### config.mk
export PLATFORM = sky130hd
export DESIGN_NAME = state_measure_flat
export DESIGN_NICKNAME = d
export VERILOG_FILES = /design/src/rtl/qc_pkg.sv /design/src/rtl/state_measure_if.sv /design/src/rtl/amp_prob.sv /design/src/rtl/state_measure.sv /design/src/flat_wrapper.sv
export SDC_FILE = /design/constraint.sdc
export NUM_CORES = 1
export LEC_CHECK = 0
export ABC_AREA = 1
export ABC_CLOCK_PERIOD_IN_PS = 10350
export CAP_MARGIN = 20
export CORE_MARGIN = 2
export CORE_UTILIZATION = 40
export DETAILED_ROUTE_END_ITERATION = 6
export REMOVE_ABC_BUFFERS = 1
export SLEW_MARGIN = 30
export SYNTH_ARGS = -nofsm -noshare
export SYNTH_HDL_FRONTEND = slang
export SYNTH_HIERARCHICAL = 1
export SYNTH_SLANG_ARGS = --single-unit
export TNS_END_PERCENT = 30
### constraint.sdc
create_clock -name clk -period 10.35 [get_ports clk]
set_input_delay 1.5525 -clock clk [delete_from_list [all_inputs] [get_ports clk]]
set_output_delay 1.5525 -clock clk [all_outputs]
set_load 0.005 [all_outputs]
### src/rtl/qc_pkg.sv
// Shared types and constants for the quantum-state emulator datapath:
// sign-magnitude complex amplitudes, probability width and LFSR defaults.
package qc_pkg;

   localparam int          QW        = 8;
   localparam int          QFRAC     = 6;
   localparam logic [7:0]  Q_ONE     = 8'(1 << QFRAC);
   localparam int          PROB_W    = 15;
   localparam logic [15:0] LFSR_SEED = 16'hACE1;
   // Galois taps for x^16+x^14+x^13+x^11+1 in right-shift form
   localparam logic [15:0] LFSR_TAPS = 16'hB400;

   typedef struct packed {
      logic [QW-1:0] a;
      logic [QW-1:0] b;
   } complexNum;

   typedef enum logic [1:0] {
      ST_IDLE = 2'd0,
      ST_SCAN = 2'd1,
      ST_DONE = 2'd2
   } meas_state_t;

   function automatic logic [15:0] lfsr_step(input logic [15:0] v);
      logic [15:0] nxt;
      nxt = {1'b0, v[15:1]};
      if (v[0]) begin
         nxt = nxt ^ LFSR_TAPS;
      end else begin
         nxt = nxt;
      end
      return nxt;
   endfunction

endpackage

### src/rtl/state_measure_if.sv
// Handshake and data bundle between a measurement requester and state_measure.
interface state_measure_if #(
   parameter int N = 2
);
   import qc_pkg::*;

   logic                       start;
   complexNum [(1<<N)-1:0]     state_in;
   logic                       seed_we;
   logic [15:0]                seed;
   logic                       busy;
   logic                       done;
   logic [N-1:0]               result;
   logic [PROB_W-1:0]          prob;
   logic                       norm_err;
   complexNum [(1<<N)-1:0]     collapsed;

   modport master (
      output start, state_in, seed_we, seed,
      input  busy, done, result, prob, norm_err, collapsed
   );

   modport slave (
      input  start, state_in, seed_we, seed,
      output busy, done, result, prob, norm_err, collapsed
   );

endinterface

### src/rtl/amp_prob.sv
// Squared magnitude of one sign-magnitude complex amplitude; the two 6-bit
// fractions square to exactly 12 fractional bits, so 1.0 comes out as 4096.
module amp_prob
   import qc_pkg::*;
(
   input  complexNum         amp,
   output logic [PROB_W-1:0] p
);

   logic [13:0] ma_s;
   logic [13:0] mb_s;
   logic [13:0] sqa_s;
   logic [13:0] sqb_s;

   // Sign bits are dropped; 127^2 still fits in 14 bits, the sum in 15
   always_comb begin
      ma_s  = {7'd0, amp.a[QW-2:0]};
      mb_s  = {7'd0, amp.b[QW-2:0]};
      sqa_s = ma_s * ma_s;
      sqb_s = mb_s * mb_s;
      p     = {1'b0, sqa_s} + {1'b0, sqb_s};
   end

endmodule

### src/rtl/state_measure.sv
// Born-rule sampler: scans the latched state vector one amplitude per cycle,
// picks the first index whose cumulative probability exceeds an LFSR threshold
// and reports the index, its probability and the collapsed basis state.
module state_measure
   import qc_pkg::*;
#(
   parameter int          N    = 2,
   parameter logic [15:0] SEED = LFSR_SEED
) (
   input logic            clk,
   input logic            reset,
   state_measure_if.slave bus
);

   localparam int           NAMP   = 1 << N;
   localparam int           CW     = PROB_W + N;
   localparam logic [N-1:0] K_LAST = N'(NAMP - 1);

   meas_state_t              state_r, state_n;
   logic [N-1:0]             k_r, k_n;
   complexNum [NAMP-1:0]     lat_r, lat_n;
   logic [11:0]              r_r, r_n;
   logic [CW-1:0]            cum_r, cum_n;
   logic                     hit_r, hit_n;
   logic [N-1:0]             hit_idx_r, hit_idx_n;
   logic [PROB_W-1:0]        hit_p_r, hit_p_n;
   logic                     nz_r, nz_n;
   logic [N-1:0]             nz_idx_r, nz_idx_n;
   logic [PROB_W-1:0]        nz_p_r, nz_p_n;
   logic [15:0]              lfsr_r, lfsr_n;
   logic                     busy_r, busy_n;
   logic                     done_r, done_n;
   logic [N-1:0]             result_r, result_n;
   logic [PROB_W-1:0]        prob_r, prob_n;
   logic                     norm_err_r, norm_err_n;
   complexNum [NAMP-1:0]     collapsed_r, collapsed_n;

   complexNum                amp_s;
   logic [PROB_W-1:0]        p_s;
   logic [CW-1:0]            cum_sum_s;
   logic [15:0]              load_s;
   logic [N-1:0]             sel_idx_s;
   logic [PROB_W-1:0]        sel_p_s;

   assign amp_s = lat_r[k_r];

   amp_prob u_amp_prob (
      .amp (amp_s),
      .p   (p_s)
   );

   // Next-state, scan bookkeeping and output staging
   always_comb begin
      state_n     = state_r;
      k_n         = k_r;
      lat_n       = lat_r;
      r_n         = r_r;
      cum_n       = cum_r;
      hit_n       = hit_r;
      hit_idx_n   = hit_idx_r;
      hit_p_n     = hit_p_r;
      nz_n        = nz_r;
      nz_idx_n    = nz_idx_r;
      nz_p_n      = nz_p_r;
      lfsr_n      = lfsr_r;
      busy_n      = busy_r;
      done_n      = 1'b0;
      result_n    = result_r;
      prob_n      = prob_r;
      norm_err_n  = norm_err_r;
      collapsed_n = collapsed_r;
      sel_idx_s   = N'(0);
      sel_p_s     = PROB_W'(0);
      load_s      = (bus.seed == 16'h0000) ? LFSR_SEED : bus.seed;
      cum_sum_s   = cum_r + CW'(p_s);

      case (state_r)
         ST_IDLE: begin
            if (bus.start) begin
               state_n   = ST_SCAN;
               busy_n    = 1'b1;
               lat_n     = bus.state_in;
               k_n       = N'(0);
               cum_n     = CW'(0);
               hit_n     = 1'b0;
               hit_idx_n = N'(0);
               hit_p_n   = PROB_W'(0);
               nz_n      = 1'b0;
               nz_idx_n  = N'(0);
               nz_p_n    = PROB_W'(0);
               // A same-cycle seed load supplies r and suppresses the advance
               if (bus.seed_we) begin
                  r_n    = load_s[11:0];
                  lfsr_n = load_s;
               end else begin
                  r_n    = lfsr_r[11:0];
                  lfsr_n = lfsr_step(lfsr_r);
               end
            end else if (bus.seed_we) begin
               lfsr_n = load_s;
            end else begin
               lfsr_n = lfsr_r;
            end
         end

         ST_SCAN: begin
            cum_n = cum_sum_s;
            k_n   = k_r + N'(1);
            if (!hit_r && (cum_sum_s > CW'(r_r))) begin
               hit_n     = 1'b1;
               hit_idx_n = k_r;
               hit_p_n   = p_s;
            end else begin
               hit_n     = hit_r;
            end
            if (p_s != PROB_W'(0)) begin
               nz_n     = 1'b1;
               nz_idx_n = k_r;
               nz_p_n   = p_s;
            end else begin
               nz_n     = nz_r;
            end
            // Final amplitude: results are staged so they appear with done
            if (k_r == K_LAST) begin
               state_n = ST_DONE;
               done_n  = 1'b1;
               if (hit_n) begin
                  sel_idx_s = hit_idx_n;
                  sel_p_s   = hit_p_n;
               end else if (nz_n) begin
                  sel_idx_s = nz_idx_n;
                  sel_p_s   = nz_p_n;
               end else begin
                  sel_idx_s = N'(0);
                  sel_p_s   = PROB_W'(0);
               end
               result_n   = sel_idx_s;
               prob_n     = sel_p_s;
               norm_err_n = ~hit_n;
               for (int i = 0; i < NAMP; i++) begin
                  collapsed_n[i] = (i == int'(sel_idx_s)) ? {Q_ONE, 8'h00} : 16'h0000;
               end
            end else begin
               state_n = ST_SCAN;
            end
         end

         ST_DONE: begin
            state_n = ST_IDLE;
            busy_n  = 1'b0;
         end

         default: begin
            state_n = ST_IDLE;
            busy_n  = 1'b0;
         end
      endcase
   end

   // FSM state register
   always_ff @(posedge clk or negedge reset) begin
      if (!reset) begin
         state_r <= ST_IDLE;
      end else begin
         state_r <= state_n;
      end
   end

   // Datapath, LFSR and output registers
   always_ff @(posedge clk or negedge reset) begin
      if (!reset) begin
         k_r         <= N'(0);
         lat_r       <= '0;
         r_r         <= 12'h000;
         cum_r       <= CW'(0);
         hit_r       <= 1'b0;
         hit_idx_r   <= N'(0);
         hit_p_r     <= PROB_W'(0);
         nz_r        <= 1'b0;
         nz_idx_r    <= N'(0);
         nz_p_r      <= PROB_W'(0);
         lfsr_r      <= SEED;
         busy_r      <= 1'b0;
         done_r      <= 1'b0;
         result_r    <= N'(0);
         prob_r      <= PROB_W'(0);
         norm_err_r  <= 1'b0;
         collapsed_r <= '0;
      end else begin
         k_r         <= k_n;
         lat_r       <= lat_n;
         r_r         <= r_n;
         cum_r       <= cum_n;
         hit_r       <= hit_n;
         hit_idx_r   <= hit_idx_n;
         hit_p_r     <= hit_p_n;
         nz_r        <= nz_n;
         nz_idx_r    <= nz_idx_n;
         nz_p_r      <= nz_p_n;
         lfsr_r      <= lfsr_n;
         busy_r      <= busy_n;
         done_r      <= done_n;
         result_r    <= result_n;
         prob_r      <= prob_n;
         norm_err_r  <= norm_err_n;
         collapsed_r <= collapsed_n;
      end
   end

   assign bus.busy      = busy_r;
   assign bus.done      = done_r;
   assign bus.result    = result_r;
   assign bus.prob      = prob_r;
   assign bus.norm_err  = norm_err_r;
   assign bus.collapsed = collapsed_r;

endmodule

### src/flat_wrapper.sv
// flat-port wrapper written by rule: the top's interface ports become plain ports
module state_measure_flat import qc_pkg::*;
#(
   parameter int          N    = 2,
   parameter logic [15:0] SEED = LFSR_SEED
)
  (clk, reset, bus_start, bus_state_in, bus_seed_we, bus_seed, bus_busy, bus_done, bus_result, bus_prob, bus_norm_err, bus_collapsed);
  state_measure_if #(.N(N)) bus_i ();
  input logic clk;
  input logic reset;
  input wire logic [$bits(bus_i.start)-1:0] bus_start;
  input wire logic [$bits(bus_i.state_in)-1:0] bus_state_in;
  input wire logic [$bits(bus_i.seed_we)-1:0] bus_seed_we;
  input wire logic [$bits(bus_i.seed)-1:0] bus_seed;
  output wire logic [$bits(bus_i.busy)-1:0] bus_busy;
  output wire logic [$bits(bus_i.done)-1:0] bus_done;
  output wire logic [$bits(bus_i.result)-1:0] bus_result;
  output wire logic [$bits(bus_i.prob)-1:0] bus_prob;
  output wire logic [$bits(bus_i.norm_err)-1:0] bus_norm_err;
  output wire logic [$bits(bus_i.collapsed)-1:0] bus_collapsed;
  assign bus_i.start = bus_start;
  assign bus_i.state_in = bus_state_in;
  assign bus_i.seed_we = bus_seed_we;
  assign bus_i.seed = bus_seed;
  assign bus_busy = bus_i.busy;
  assign bus_done = bus_i.done;
  assign bus_result = bus_i.result;
  assign bus_prob = bus_i.prob;
  assign bus_norm_err = bus_i.norm_err;
  assign bus_collapsed = bus_i.collapsed;
  state_measure #(.N(N), .SEED(SEED)) u_core (.clk(clk), .reset(reset), .bus(bus_i));
endmodule
Yosys cells after proc, flatten, opt, wreduce, memory -nomap -nowiden
Cells that the tools add are included.
- add/subtract/negate cells: 3
- multipliers: 2
- $lt $le $gt $ge: 2
- eq/ne operators: 6
- multiplexer cells: 45
- bitwise logic cells: 3
- reduce and logical (&&, ||, !) cells: 13
- operators with widths (kind ; count):
    two-way mux 15 bit ; 10
    two-way mux 16 bit ; 5
    case mux 15 bit (2 select lines) ; 2
    case mux 17 bit (2 select lines) ; 1
    binary-select mux 16 bit (select 2 bit) ; 1
    multiplier 7 x 7 -> 14 bit ; 2
    two-way mux 2 bit ; 9
    adder 17 x 15 -> 17 bit ; 1
    > comparator 17 x 12 -> 1 bit ; 1
    two-way mux 17 bit ; 1
    logical NOT 16 bit ; 1
    case mux 2 bit (2 select lines) ; 4
    adder 14 x 14 -> 15 bit ; 1
    nonzero test 15 bit ; 1
    two-way mux 12 bit ; 1
    AND reduction 2 bit ; 5
    two-way mux 1 bit ; 8
    case mux 1 bit (2 select lines) ; 3
    equality test 2 bit (first input constant) ; 2
    logical NOT 2 bit ; 2
    NOT 3 -> 4 bit ; 1
    nonzero test 2 bit ; 2
    less-than comparator 2 x 3 -> 1 bit (second input constant) ; 1
    adder 2 x 1 -> 2 bit (second input constant) ; 1
    other kinds (7) ; 8
- flip-flop bits (word level): 233
- bits of input ports: 84
- output and inout port bits: 84
- word-level logic and storage cells: 106

Depth between registers and ports, before layout
Gate-level depths: netlist of run 1.
- depth in word-level cells: 14
- mapped depth: 50
- gate-level depth less buffers: 47

Hierarchy
The synthesis of run 1 kept the hierarchy.
- modules (own cells, without submodules) (module ; times used ; cells each ; area an instance (um^2) ; sequential area each (um^2)):
    state_measure ; 1 ; 1221 ; 9610.5 ; 4339.2
    amp_prob ; 1 ; 390 ; 2845.2 ; 0.0

Least setup slack after synthesis of run 1
OpenSTA, ideal clock, no wires.
- kind: flip-flop to flip-flop
- start: register u_core.k_r[0]
- end: register u_core.prob_r[7] (netlist: u_core/bus.prob[7])
- setup time: 119 ps
- data arrival time: 7938 ps
- required time: 10231 ps
- setup slack: 2293 ps
- cell stages (with the launch flop): 44
- buffers on the path: 4
- period minus slack after synthesis: 8057 ps
- cells stage by stage: dfrtp_1 > clkbuf_1 > inv_1 > buf_1 > nor2_1 > o22ai_1 > nand2_1 > fa_1 > fa_1 > inv_1 > fa_1 > inv_1 > fa_1 > fa_1 > inv_1 > fa_1 > ha_1 > nand2_1 > [8 not listed] > nand2_1 > nand2_1 > a31oi_1 > xnor2_1 > ha_1 > nand2_1 > inv_1 > nand2_1 > nand2_1 > nand2_1 > nand2_1 > nand2_1 > nand3_4 > clkinv_2 > buf_6 > buf_12 > nor2_2 > o21a_1
- RTL lines (element ; line ; source):
    start: declaration ; state_measure.sv:20 ; logic [N-1:0] k_r, k_n;
    start signal: assignment ; state_measure.sv:190 ; k_r <= k_n;
    end signal: assignment ; state_measure.sv:204 ; prob_r <= prob_n;
    end: declaration ; state_measure.sv:34 ; logic [PROB_W-1:0] prob_r, prob_n;

==> impl_metrics.json, run 1 <==
{
  "die_w_um": 178.1,
  "rows": 63,
  "cts_tree": "built",
  "drive_gt1_frac": 0.08911,
  "hold_violations": 0,
  "rsz0062_at_grt": "false",
  "synth_area_um2": 12120,
  "cts.clk_slew.worst_paths_ns": 0.07,
  "min_path_type": "flop to flop",
  "crit_path_start_kind": "flop",
  "cp.arrival_ns": 9.73,
  "antenna_found_initial": 0,
  "fmax_ghz": 0.1068,
  "routed_wl_mm": 28.08,
  "cts_buffer_depth": 2,
  "cpMostUsedCell": "nand2_1",
  "required_ns": 10.72,
  "outcome": "completed",
  "drc": 0,
  "root_buffer": "clkbuf_16",
  "fin_util": 0.4698,
  "viasPerCell": 4.784,
  "io_buffers": 99,
  "cp_slowest_cell": "inv_1",
  "fp.dieH_um": 178.1,
  "grt-ovfl-total": 0,
  "setup_violations": 0,
  "coreArea_um2": 29720,
  "critPathKind": "flop to flop",
  "cts.sinks": 165,
  "initial_core_util": 0.4078,
  "first_pass_iters": 5,
  "cts_resized": 0,
  "area_delta_synth_final_pct": 15.21,
  "globalplace.congestion": 0.8454,
  "tightest_slew_ns": 0.9550,
  "drtAntennaViolNets": 0,
  "clock_latency_ns": 0.43,
  "grt_pass1_vias": 9659,
  "final.min_clock_period_ns": 9.361,
  "reg2reg_from": "u_core/k_r[0]$_DFFE_PN0P_",
  "cts_buffers": 17,
  "slew_headroom": 0.3626,
  "dpl.hpwl_mm": 20.74,
  "gr-usage-all-layers": 0.1877,
  "die-area_um2": 31700,
  "drv_cap": 0,
  "min_from": "u_core/lat_r[29]$_DFFE_PN0P_",
  "post_cts.repair.setup_buffers": 0,
  "drv_slew": 0,
  "htree_levels": 4,
  "io_pins": 168,
  "drt_iter0_markers": 501,
  "crit_path_max_fanout": 31,
  "syn_area_per_cell_um2": 7.723,
  "diodes": 0,
  "grt_pass1_wl_mm": 47.54,
  "nFillCells": 2967,
  "setup_tns_ns": 0,
  "max_stage_delay_ns": 0.63,
  "avgRoutedWirePerCell_um": 13.62,
  "ys_warn_count": 6,
  "critPathCaptureType": "flop",
  "netlist_instances": 1569,
  "fin_crit_sh": 0.9044,
  "grt_max_degree": 96,
  "fin_skew_ns": 0.009419,
  "nNetsFinal": 1871,
  "num_vias": 9864,
  "crit_start": "u_core/k_r[0]$_DFFE_PN0P_",
  "postCtsHoldBufs": 0
}
[worst max-delay path: cells and delay by family, from the launching register on]
kind	cells	cell delay, ns
DFF	1	0.37
adders and majority gates	9	4.06
xor gates and xnor gates	2	0.73
and+or+nand+nor	23	2.33
AOI/OAI and AO/OA	3	0.36
buffers and inverters	9	1.44
[worst paths after layout]
path | endpoint | cells past startpoint | slack [ns]
worst max-delay path | u_core/bus.collapsed[14]$_DFFE_PN0P_ | 46 | 0.99
worst min-delay path | u_core/lat_r[29]$_DFFE_PN0P_ | 2 | 0.47
worst max register to register | u_core/bus.collapsed[14]$_DFFE_PN0P_ | 46 | 0.99
worst min register to register | u_core/lat_r[29]$_DFFE_PN0P_ | 2 | 0.47
max in group asynchronous | u_core/bus.prob[1]$_DFFE_PN0P_ | 2 | 8.02
min in group asynchronous | u_core/lat_r[14]$_DFFE_PN0P_ | 1 | 1.18
[layer usage]
metal / part of all wire / global-route usage / vias to the layer above
li1: - / - / 4996
met1: 0.49 / 0.2661 / 4671
met2: 0.46 / 0.3033 / 180
met3: 0.036 / 0.02494 / 17
met4: 0.012 / 0.04816 / 0
met5: 0 / 0 / -
[through the flow]
stage	cell area (um^2)	instances	setup WS, ns	hold WS (ns)
finish	13960	2062	0.9893	0.4671
floorplan	11610	1510	1.845	0.4366
CTS	13950	2062	0.8780	0.4691
global route	13960	2062	0.2026	0.4860
global placement	13350	2030	1.050	0.4492
detailed placement	13350	2030	0.9092	0.4532
[cell type report]
cell class,count,area [um^2],share of cell area
Clock buffer,18,439.2,0.03146
Clock inverter,14,168.9,0.01210
Inverter,235,884.6,0.06336
Multi-Input combinational cell,1110,6598,0.4726
Sequential cell,165,4139,0.2965
Tap cell,390,488.0,0.03495
Timing Repair Buffer,130,1244,0.08908
[registers in the layout, indices dropped and copies added (netlist names), 4 cells and up]
| signal | flops |
|---|---|
| u_core/r_r | 12 |
| u_core/bus.collapsed | 4 |
| u_core/lat_r | 56 |
| u_core/hit_p_r | 15 |
| u_core/lfsr_r | 16 |
| u_core/bus.prob | 15 |
| u_core/cum_r | 17 |
| u_core/nz_p_r | 15 |
[cell usage in the layout, fill, tap and decap left out, types with 4 or more instances in the layout]
| master | count |
|---|---|
| nand2_1 | 464 |
| inv_1 | 225 |
| dfrtp_1 | 157 |
| clkdlybuf4s50_1 | 98 |
| nor2_1 | 92 |
| o21ai_0 | 82 |
| ha_1 | 75 |
| conb_1 | 60 |
| fa_1 | 53 |
| a21oi_1 | 45 |
| nand3_1 | 39 |
| o22ai_1 | 37 |
| buf_4 | 29 |
| or2_2 | 18 |
| clkbuf_16 | 17 |
| nor2_2 | 15 |
| xor2_1 | 15 |
| o21ai_2 | 15 |
| o21a_1 | 15 |
| nor3_1 | 13 |
| a22o_1 | 12 |
| nand2_2 | 9 |
| inv_2 | 8 |
| dfstp_2 | 8 |
| o221ai_1 | 7 |
| a31oi_1 | 6 |
| xnor2_1 | 6 |
| nand4_1 | 6 |
| clkinv_4 | 4 |
Power of run 1 is not shown: default switching activity piles up to over one toggle a cycle in this logic, so the estimate is an artifact.
==> run 2, diff against run 1 <==
--- a/config.mk
+++ b/config.mk
@@ -11,6 +11,7 @@
 export CORE_MARGIN = 2
 export CORE_UTILIZATION = 40
 export DETAILED_ROUTE_END_ITERATION = 6
+export GPL_TIMING_DRIVEN = 0
 export REMOVE_ABC_BUFFERS = 1
 export SLEW_MARGIN = 30
 export SYNTH_ARGS = -nofsm -noshare
==> run 2 against run 1 <==
  * Final cell count is 0.97% lower
  * Non-clock buffer count shrank 22
  * Worst setup slack worse by 0.40 ns
  * Register-to-register slack got worse by 0.40 ns
  * Critical path type unchanged
  * Critical endpoint unchanged
  * Largest cell class unchanged
  * Highest routed layer unchanged
==> impl_metrics.json, run 2 (same netlist as run 1, synthesis figures left out) <==
{
  "cts.clk_slew.worst_paths_ns": 0.08,
  "cts_tree": "built",
  "tightest_slew_ns": 0.9364,
  "slew_headroom": 0.3757,
  "die_w_um": 178.1,
  "hold-worst-slack_ns": 0.4673,
  "required_ns": 10.68,
  "area_delta_synth_final_pct": 15.48,
  "hold_violations": 0,
  "crit_path_max_fanout": 29,
  "setup_violations": 0,
  "antenna_found_initial": 1,
  "drv_slew": 0,
  "io_buffers": 99,
  "fin_crit_sh": 0.9435,
  "drive_gt1_frac": 0.08722,
  "grt-ovfl-total": 0,
  "drt_iter0_markers": 663,
  "fin_skew_ns": 0.01563,
  "cts_buffer_depth": 2,
  "grt_pass1_wl_mm": 47.65,
  "final.min_clock_period_ns": 9.765,
  "drc": 0,
  "min_path_type": "flop to flop",
  "initial_core_util": 0.4078,
  "cp_slowest_cell": "o22ai_1",
  "routed_wl_mm": 28.44,
  "htree_levels": 4,
  "grt_pass1_vias": 9634,
  "first_pass_iters": 7,
  "coreArea_um2": 29720,
  "dpl.hpwl_mm": 20.80,
  "cp.arrival_ns": 10.09,
  "die-area_um2": 31700,
  "largest_register_ffs": 56,
  "globalplace.congestion": 0.9003,
  "viasPerCell": 4.839,
  "reg_top3": "u_core/lat_r: 56 flops, u_core/cum_r: 17 flops, u_core/lfsr_r: 16 flops",
  "gr-usage-all-layers": 0.1875,
  "critPathKind": "flop to flop",
  "multi_input_area_um2": 6681,
  "root_buffer": "clkbuf_16",
  "cts_buffers": 17,
  "outcome": "completed",
  "postCtsHoldBufs": 0,
  "rsz0062_at_grt": "false",
  "top_register": "u_core/lat_r",
  "seq_area_um2": 4143,
  "final_common_cell": "nand2_1",
  "cpMostUsedCell": "nand2_1",
  "drtAntennaViolNets": 0,
  "max_stage_delay_ns": 0.73,
  "grt_max_degree": 82,
  "num_vias": 9882,
  "io_pins": 168,
  "crit_path_start_kind": "flop",
  "layout_common_cells": "464 x nand2_1, 223 x inv_1, 156 x dfrtp_1",
  "critPathCaptureType": "flop",
  "clock_latency_ns": 0.44,
  "fmax_ghz": 0.1024,
  "rows": 63,
  "cts.sinks": 165,
  "nNetsFinal": 1850,
  "drv_cap": 0,
  "nFillCells": 2921,
  "fp.dieH_um": 178.1,
  "avgRoutedWirePerCell_um": 13.93,
  "setup_tns_ns": 0
}
==> run 2: changes by cell type in the layout (fill, tap and decap cells not counted), moves of 2 or more <==
cell / before / now
bufinv_16: 2 / 0
clkbuf_8: 2 / 0
o22ai_1: 37 / 27
nor2_1: 92 / 90
clkinv_8: 1 / 7
buf_4: 29 / 4
buf_16: 0 / 5
o22ai_2: 0 / 10
clkinv_4: 4 / 2
nor2_4: 2 / 4
inv_1: 225 / 223
==> run 2: layout make-up <==
class | count | share of cell area
Inverter | 235 | 0.06393
Antenna cell | 1 | 0.0001788
Tap cell | 390 | 0.03487
Clock inverter | 15 | 0.01341
Clock buffer | 17 | 0.03040
Timing Repair Buffer | 108 | 0.08315
Sequential cell | 165 | 0.2960
Timing Repair inverter | 1 | 0.0005365
Multi-Input combinational cell | 1110 | 0.4775
==> run 2: worst paths after layout <==
| kind | startpoint | end | slack (ns) | cells past startpoint |
|---|---|---|---|---|
| min in group asynchronous | reset | u_core/lat_r[38]$_DFFE_PN0P_ | 0.94 | 1 |
| max | u_core/k_r[1]$_DFFE_PN0P_ | u_core/bus.collapsed[14]$_DFFE_PN0P_ | 0.59 | 42 |
| min reg2reg | u_core/lat_r[28]$_DFFE_PN0P_ | u_core/lat_r[28]$_DFFE_PN0P_ | 0.47 | 2 |
| max in group asynchronous | reset | u_core/nz_p_r[13]$_DFFE_PN0P_ | 8.39 | 3 |
| min | u_core/lat_r[28]$_DFFE_PN0P_ | u_core/lat_r[28]$_DFFE_PN0P_ | 0.47 | 2 |
| max reg2reg | u_core/k_r[1]$_DFFE_PN0P_ | u_core/bus.collapsed[14]$_DFFE_PN0P_ | 0.59 | 42 |
==> run 2: metrics by stage <==
step,worst slack [ns],area (um^2),std cells,utilization
2_1_floorplan,1.845,11610,1510,-
3_3_place_gp,-0.2104,13090,1999,0.4404
3_5_place_dp,-0.3449,13270,2004,0.4464
4_1_cts,0.1989,13890,2037,0.4675
5_1_grt,0.003339,13990,2042,0.4709
6_report,0.5850,13990,2042,0.4709
==> run 2: what timing repair did <==
action / 4_1_cts / 5_1_grt
setup buffers: 0 / 3
pin swaps: 0 / 0
setup endpoints to repair: 38 / 38
cloned: 1 / 0
gates resized for setup: 3 / 11
==> run 2: routing by layer <==
| metal | GRT usage | routed length (um) | share of wire | vias to the layer above |
|---|---|---|---|---|
| li1 | - | - | - | 4958 |
| met3 | 0.02664 | 1226 | 0.043 | 21 |
| met1 | 0.2640 | 13580 | 0.48 | 4659 |
| met4 | 0.04372 | 331 | 0.012 | 0 |
| met5 | 0 | 0 | 0 | - |
| met2 | 0.3057 | 13300 | 0.47 | 244 |
==> run 2: worst max-delay path, delay by kind of cell, from the launching register on <==
kind	cells	cell delay, ns
adder cells (fa/ha/maj)	9	4.08
AND/OR/NAND/NOR	20	1.70
AO/OA/AOI/OAI	4	1.22
buffers and inverters	7	1.19
XOR/XNOR	2	0.82
flip-flops	1	0.62
Power of run 2 is left out for the same reason.
